### src/rtl/fsqrt_checker_pkg.sv
// Shared types and constants for the fsqrt result checker.
package fsqrt_checker_pkg;

    localparam int EXP_BIAS = 127;
    localparam int EXP_MAX  = 255;

    typedef enum logic [1:0] {
        ST_IDLE,
        ST_RUN,
        ST_DRAIN,
        ST_DONE
    } state_t;

    typedef enum logic [1:0] {
        CLS_SKIP,
        CLS_ZERO,
        CLS_NORM
    } cls_t;

    // Negative operands, infinities and NaNs are not checked; zero/denormal
    // operands only need a zero-exponent result.
    function automatic cls_t classify(input logic [31:0] v);
        if (v[31] || (v[30:23] == 8'(EXP_MAX))) begin
            return CLS_SKIP;
        end
        if (v[30:23] == 8'd0) begin
            return CLS_ZERO;
        end
        return CLS_NORM;
    endfunction

endpackage

### src/rtl/fsqrt_checker_fsquare.sv
// Combinational single-precision squarer: truncated mantissa, rebiased
// exponent, and a flag for results that cannot be compared as normals.
module fsquare
    import fsqrt_checker_pkg::*;
(
    input  logic [31:0] i_y,
    output logic [30:0] o_sq,
    output logic        o_bad
);

    logic        [23:0] w_my;
    logic        [47:0] w_p;
    logic signed [9:0]  w_e_sq;
    logic        [22:0] w_mant;

    // Square the mantissa, renormalise on the product's top bit.
    always_comb begin
        w_my   = {1'b1, i_y[22:0]};
        w_p    = 48'(w_my) * 48'(w_my);
        w_e_sq = $signed({1'b0, i_y[30:23], 1'b0})
               - $signed(10'(EXP_BIAS))
               + $signed({9'd0, w_p[47]});
        w_mant = w_p[47] ? w_p[46:24] : w_p[45:23];
        o_sq   = {w_e_sq[7:0], w_mant};
        o_bad  = i_y[31]
              || (i_y[30:23] == 8'd0)
              || (i_y[30:23] == 8'(EXP_MAX))
              || (w_e_sq <= 10'sd0)
              || (w_e_sq >= 10'sd255);
    end

endmodule

### config.mk
export PLATFORM = sky130hd
export DESIGN_NAME = fsquare
export DESIGN_NICKNAME = d
export VERILOG_FILES = /design/src/rtl/fsqrt_checker_pkg.sv /design/src/rtl/fsqrt_checker_fsquare.sv
export SDC_FILE = /design/constraint.sdc
export NUM_CORES = 1
export LEC_CHECK = 0
export BUFFER_PORTS_ARGS = -buffer_cell sky130_fd_sc_hd__buf_2
export CAP_MARGIN = 40
export CORE_ASPECT_RATIO = 0.75
export CORE_UTILIZATION = 55
export DETAILED_ROUTE_END_ITERATION = 16
export PLACE_DENSITY = 0.72
export SLEW_MARGIN = 20
export SYNTH_ARGS = -nofsm -noshare
export SYNTH_HDL_FRONTEND = slang
export SYNTH_SLANG_ARGS = --single-unit
### constraint.sdc
create_clock -name vclk -period 12.7
set_input_delay 1.905 -clock vclk [all_inputs]
set_output_delay 1.905 -clock vclk [all_outputs]
set_load 0.05 [all_outputs]
-- After elaboration in Yosys (flattened, before gate mapping)
Index checks and enable logic that the tools add are counted.
- register bits after elaboration: 0
- word-level logic and storage cells: 12
- input port bits: 32
- $lt $le $gt $ge: 2
- multipliers: 1
- muxes and demuxes: 1
- eq/ne operators: 1
- reductions and logical operators: 5
- add/sub/neg operators: 2
- operator list (cell ; count):
    24-bit by 24-bit multiplier with 48-bit output ; 1
    23-bit two-way mux ; 1
    10-bit by 2-bit adder with 10-bit output ; 1
    10-bit by 9-bit greater-or-equal comparator with 1-bit output (second input constant) ; 1
    10-bit by 1-bit less-or-equal comparator with 1-bit output (second input constant) ; 1
    9-bit by 7-bit subtractor with 10-bit output (second input constant) ; 1
    8-bit equality test (second input constant) ; 1
    8-bit zero test ; 1
    1-bit logical OR ; 4

-- Logic depth before layout (Yosys ltp)
- depth in word-level cells: 5
- gate-level depth with buffers: 37
- mapped depth without buffers: 33

-- Worst setup path before layout
Ideal clock, no wire load.
- path kind: input port to output port
- start: in i_y[11]
- end: out o_bad
- stages on the path: 34
- setup slack: 0.408 ns
- data arrival time: 10.387 ns
- data required time: 10.795 ns
- cell sequence: clkbuf_1 clkbuf_1 nand2_1 fa_1 inv_1 fa_1 inv_1 fa_1 inv_1 fa_1 fa_1 fa_1 inv_1 fa_1 inv_1 ha_1 a21oi_1 o21ai_0 a2111oi_2 a21oi_1 or2_0 o21bai_2 xor2_2 buf_4 buf_4 ha_1 nand2_1 nor2_1 xor2_1 nand3_1 nor2_1 nor2_1 o41ai_1 nand4b_1
- cells in the longest elaborated chain, start to end: 5
- elaborated cells on any way between the ends: 6
- RTL lines (element ; line ; source):
    from (decl) ; fsqrt_checker_fsquare.sv:6 ; input logic [31:0] i_y,
    24-bit by 24-bit multiplier with 48-bit output (*) ; fsqrt_checker_fsquare.sv:19 ; w_p = 48'(w_my) * 48'(w_my);
    10-bit by 2-bit adder with 10-bit output (*) ; fsqrt_checker_fsquare.sv:22 ; + $signed({9'd0, w_p[47]});
    net o_sq[29] ; fsqrt_checker_fsquare.sv:7 ; output logic [30:0] o_sq,
    10-bit by 1-bit less-or-equal comparator with 1-bit output ; fsqrt_checker_fsquare.sv:28 ; || (w_e_sq <= 10'sd0)
    1-bit logical OR ; fsqrt_checker_fsquare.sv:28 ;
    1-bit logical OR (*) ; fsqrt_checker_fsquare.sv:29 ; || (w_e_sq >= 10'sd255);
    to (decl) ; fsqrt_checker_fsquare.sv:8 ; output logic o_bad
The timed path passes the listed nets; every way through them passes the cells marked *.

-- Final worst setup path
- start: in i_y[19]
- end: out o_bad
- cells in the longest elaborated chain, start to end: 5
- elaborated cells on any way between the ends: 6
- RTL lines (element ; line):
    24-bit by 24-bit multiplier with 48-bit output (*) ; fsqrt_checker_fsquare.sv:19
    10-bit by 2-bit adder with 10-bit output (*) ; fsqrt_checker_fsquare.sv:22
    10-bit by 1-bit less-or-equal comparator with 1-bit output ; fsqrt_checker_fsquare.sv:28
    1-bit logical OR ; fsqrt_checker_fsquare.sv:28
    1-bit logical OR (*) ; fsqrt_checker_fsquare.sv:29
Every way passes the cells marked *; elsewhere a longest branch is shown, timed or not.

==> impl_metrics.ini <==
[outcome]
outcome = finished clean

[job]
maxCapViolations = 0

[die]
die_h_um = 150
die-area_mm2 = 0.0301
core_mm2 = 0.0284
io_pins = 64
start_util_pct = 56.8
fp.dieW_um = 200
row_count = 53

[detailed_routing]
drt_iter0_markers = 562
antenna_left = 0
firstDrtPassIters = 5
drt-total-wl_um = 39200
vias = 11596
remaining_drc_errors = 0
wl_per_cell_um = 17.6
via_per_inst = 5.21

[finish]
multi_input_area_mm2 = 0.0137
area_growth_syn_to_layout_pct = 4.56
regArea_um2 = 0
layout-drive-gt1-share_pct = 5.33
clock_buffers = 0
fillers = 2459
seq_cells = 0
num-nets-final = 2474
post-route-util_pct = 59.4

[global_routing]
grtUsageMet1_pct = 41.5
grtUsageMet2_pct = 44.2
track_usage_pct = 29.0
grt_max_degree = 35
gr-total-overflow = 0
grt-busiest-layer = met2
grt.met3_usage_pct = 9.34
antenna_found_initial = 1
grt_pass1_vias = 12789
grt_pass1_wl_um = 66300

[sta]
worstMarginPinSlew_ns = 0.709
whs_ns = 4.21
rsz0062_at_grt = no
relSlewSlack_pct = 52.5
fmax_mhz = 81.9
period_needed_ns = 12.21
tns_ns = 0
finalCritPeriodShare_pct = 96.1
setup_viol = 0
fin_ws_ns = 0.489
drv_slew = 0
hold_viol_final = 0

[clock_tree]
post_cts_buffers = 0

[setup_path]
cp_slowest_cell = fa_1
crit_top_cell = fa_1
critPathMaxStageDelay_ns = 0.54
crit_path_end_kind = output pin
path_max_fanout = 19
cp.arrival_ns = 10.31
crit_type = input port to output pin
start_kind = input port
required_ns = 10.80

[synthesis]
ys_top_cells_by_count = inv_1, fa_1, nand2_1
synthDistinctLibCells = 63
yosysWarningCount = 0
syn_nets = 2440
yosysTopAreaCellShare_pct = 52.4
yosys-top-cells-area = fa_1, ha_1, inv_1, nand2_1, and2_1
yosysSeqAreaShare_pct = 0
syn-cell-area_mm2 = 0.0162
synth.most_common_cell = inv_1
synthCells = 1806
yosys.area.top_type = fa_1
avgSynthCellArea_um2 = 8.95

[worst_hold_path]
hold_path_class = input port to output pin
hold_depth = 3

[placed_design]
dpl.hpwl_um = 33800
place.gp.congestion = 0.959
dp_slack_ns = 0.331
port_buffers = 64
==> routing by layer <==
layer,routed length [um],vias to the layer above
met2,17100,460
met5,0,-
met1,17100,5803
met3,4320,49
met4,657,0
li1,-,5284
==> critical path: cells and delay by family <==
kind                       cells  cell delay, ns
xor gates and xnor gates       2            0.36
adders and majority gates      9            4.05
and+or+nand+nor                9            1.45
buffers and inverters         10            1.63
AOI/OAI and AO/OA              4            0.90
==> area by class of cell <==
class / count / area share (%)
tap: 385 / 2.85
antenna: 1 / 0.0148
inverter: 604 / 13.4
timing repair buffer: 81 / 2.65
multi-input combinational: 1153 / 81.1
==> final timing paths <==
path / to / from / slack (ns)
setup / recovery: o_bad / i_y[19] / 0.49
hold / removal: o_sq[29] / i_y[28] / 4.21
==> metrics by stage <==
stage | cells | instance area (um2)
floorplan | 1806 | 16200
global placement | 2223 | 16900
detailed placement | 2223 | 16900
CTS | 2223 | 16900
global route | 2223 | 16900
finish | 2224 | 16900
==> kinds of logic (layout without fill, tap and decap cells) <==
logic type / after synthesis / after routing / share of synthesized area (%)
AND/OR/NAND/NOR: 367 / 367 / 10.1
buffers and inverters: 653 / 685 / 15.3
multiplexers: 10 / 10 / 0.635
XOR/XNOR: 40 / 40 / 2.21
adder cells (fa/ha/maj): 602 / 602 / 66.2
other: 0 / 1 / 0
AO/OA/AOI/OAI: 134 / 134 / 5.58
==> timing repair <==
item	CTS	global route
hold buffers	0	0
endpoints found under the setup margin	0	1
resized for setup	0	1
==> cells in the final DEF (no fill, tap or decap), types with 4 or more instances in the layout <==
cell        n
inv_1     596
fa_1      423
nand2_1   184
ha_1      179
nor2_1     80
buf_2      64
and2_1     50
a21oi_1    40
xnor2_1    24
a21o_1     20
buf_4      17
xor2_1     15
o21ai_0    15
o21ai_1     9
mux2i_1     8
nand4_1     8
nor3_1      8
clkinv_1    6
or2_2       6
a211oi_1    6
nand3_1     6
o211ai_1    6
o21bai_1    5
nand2b_1    5
a21boi_0    4
a31oi_1     4
or3_1       4
Power is not shown: default switching activity piles up to over one toggle a cycle in this logic, so the estimate is an artifact.
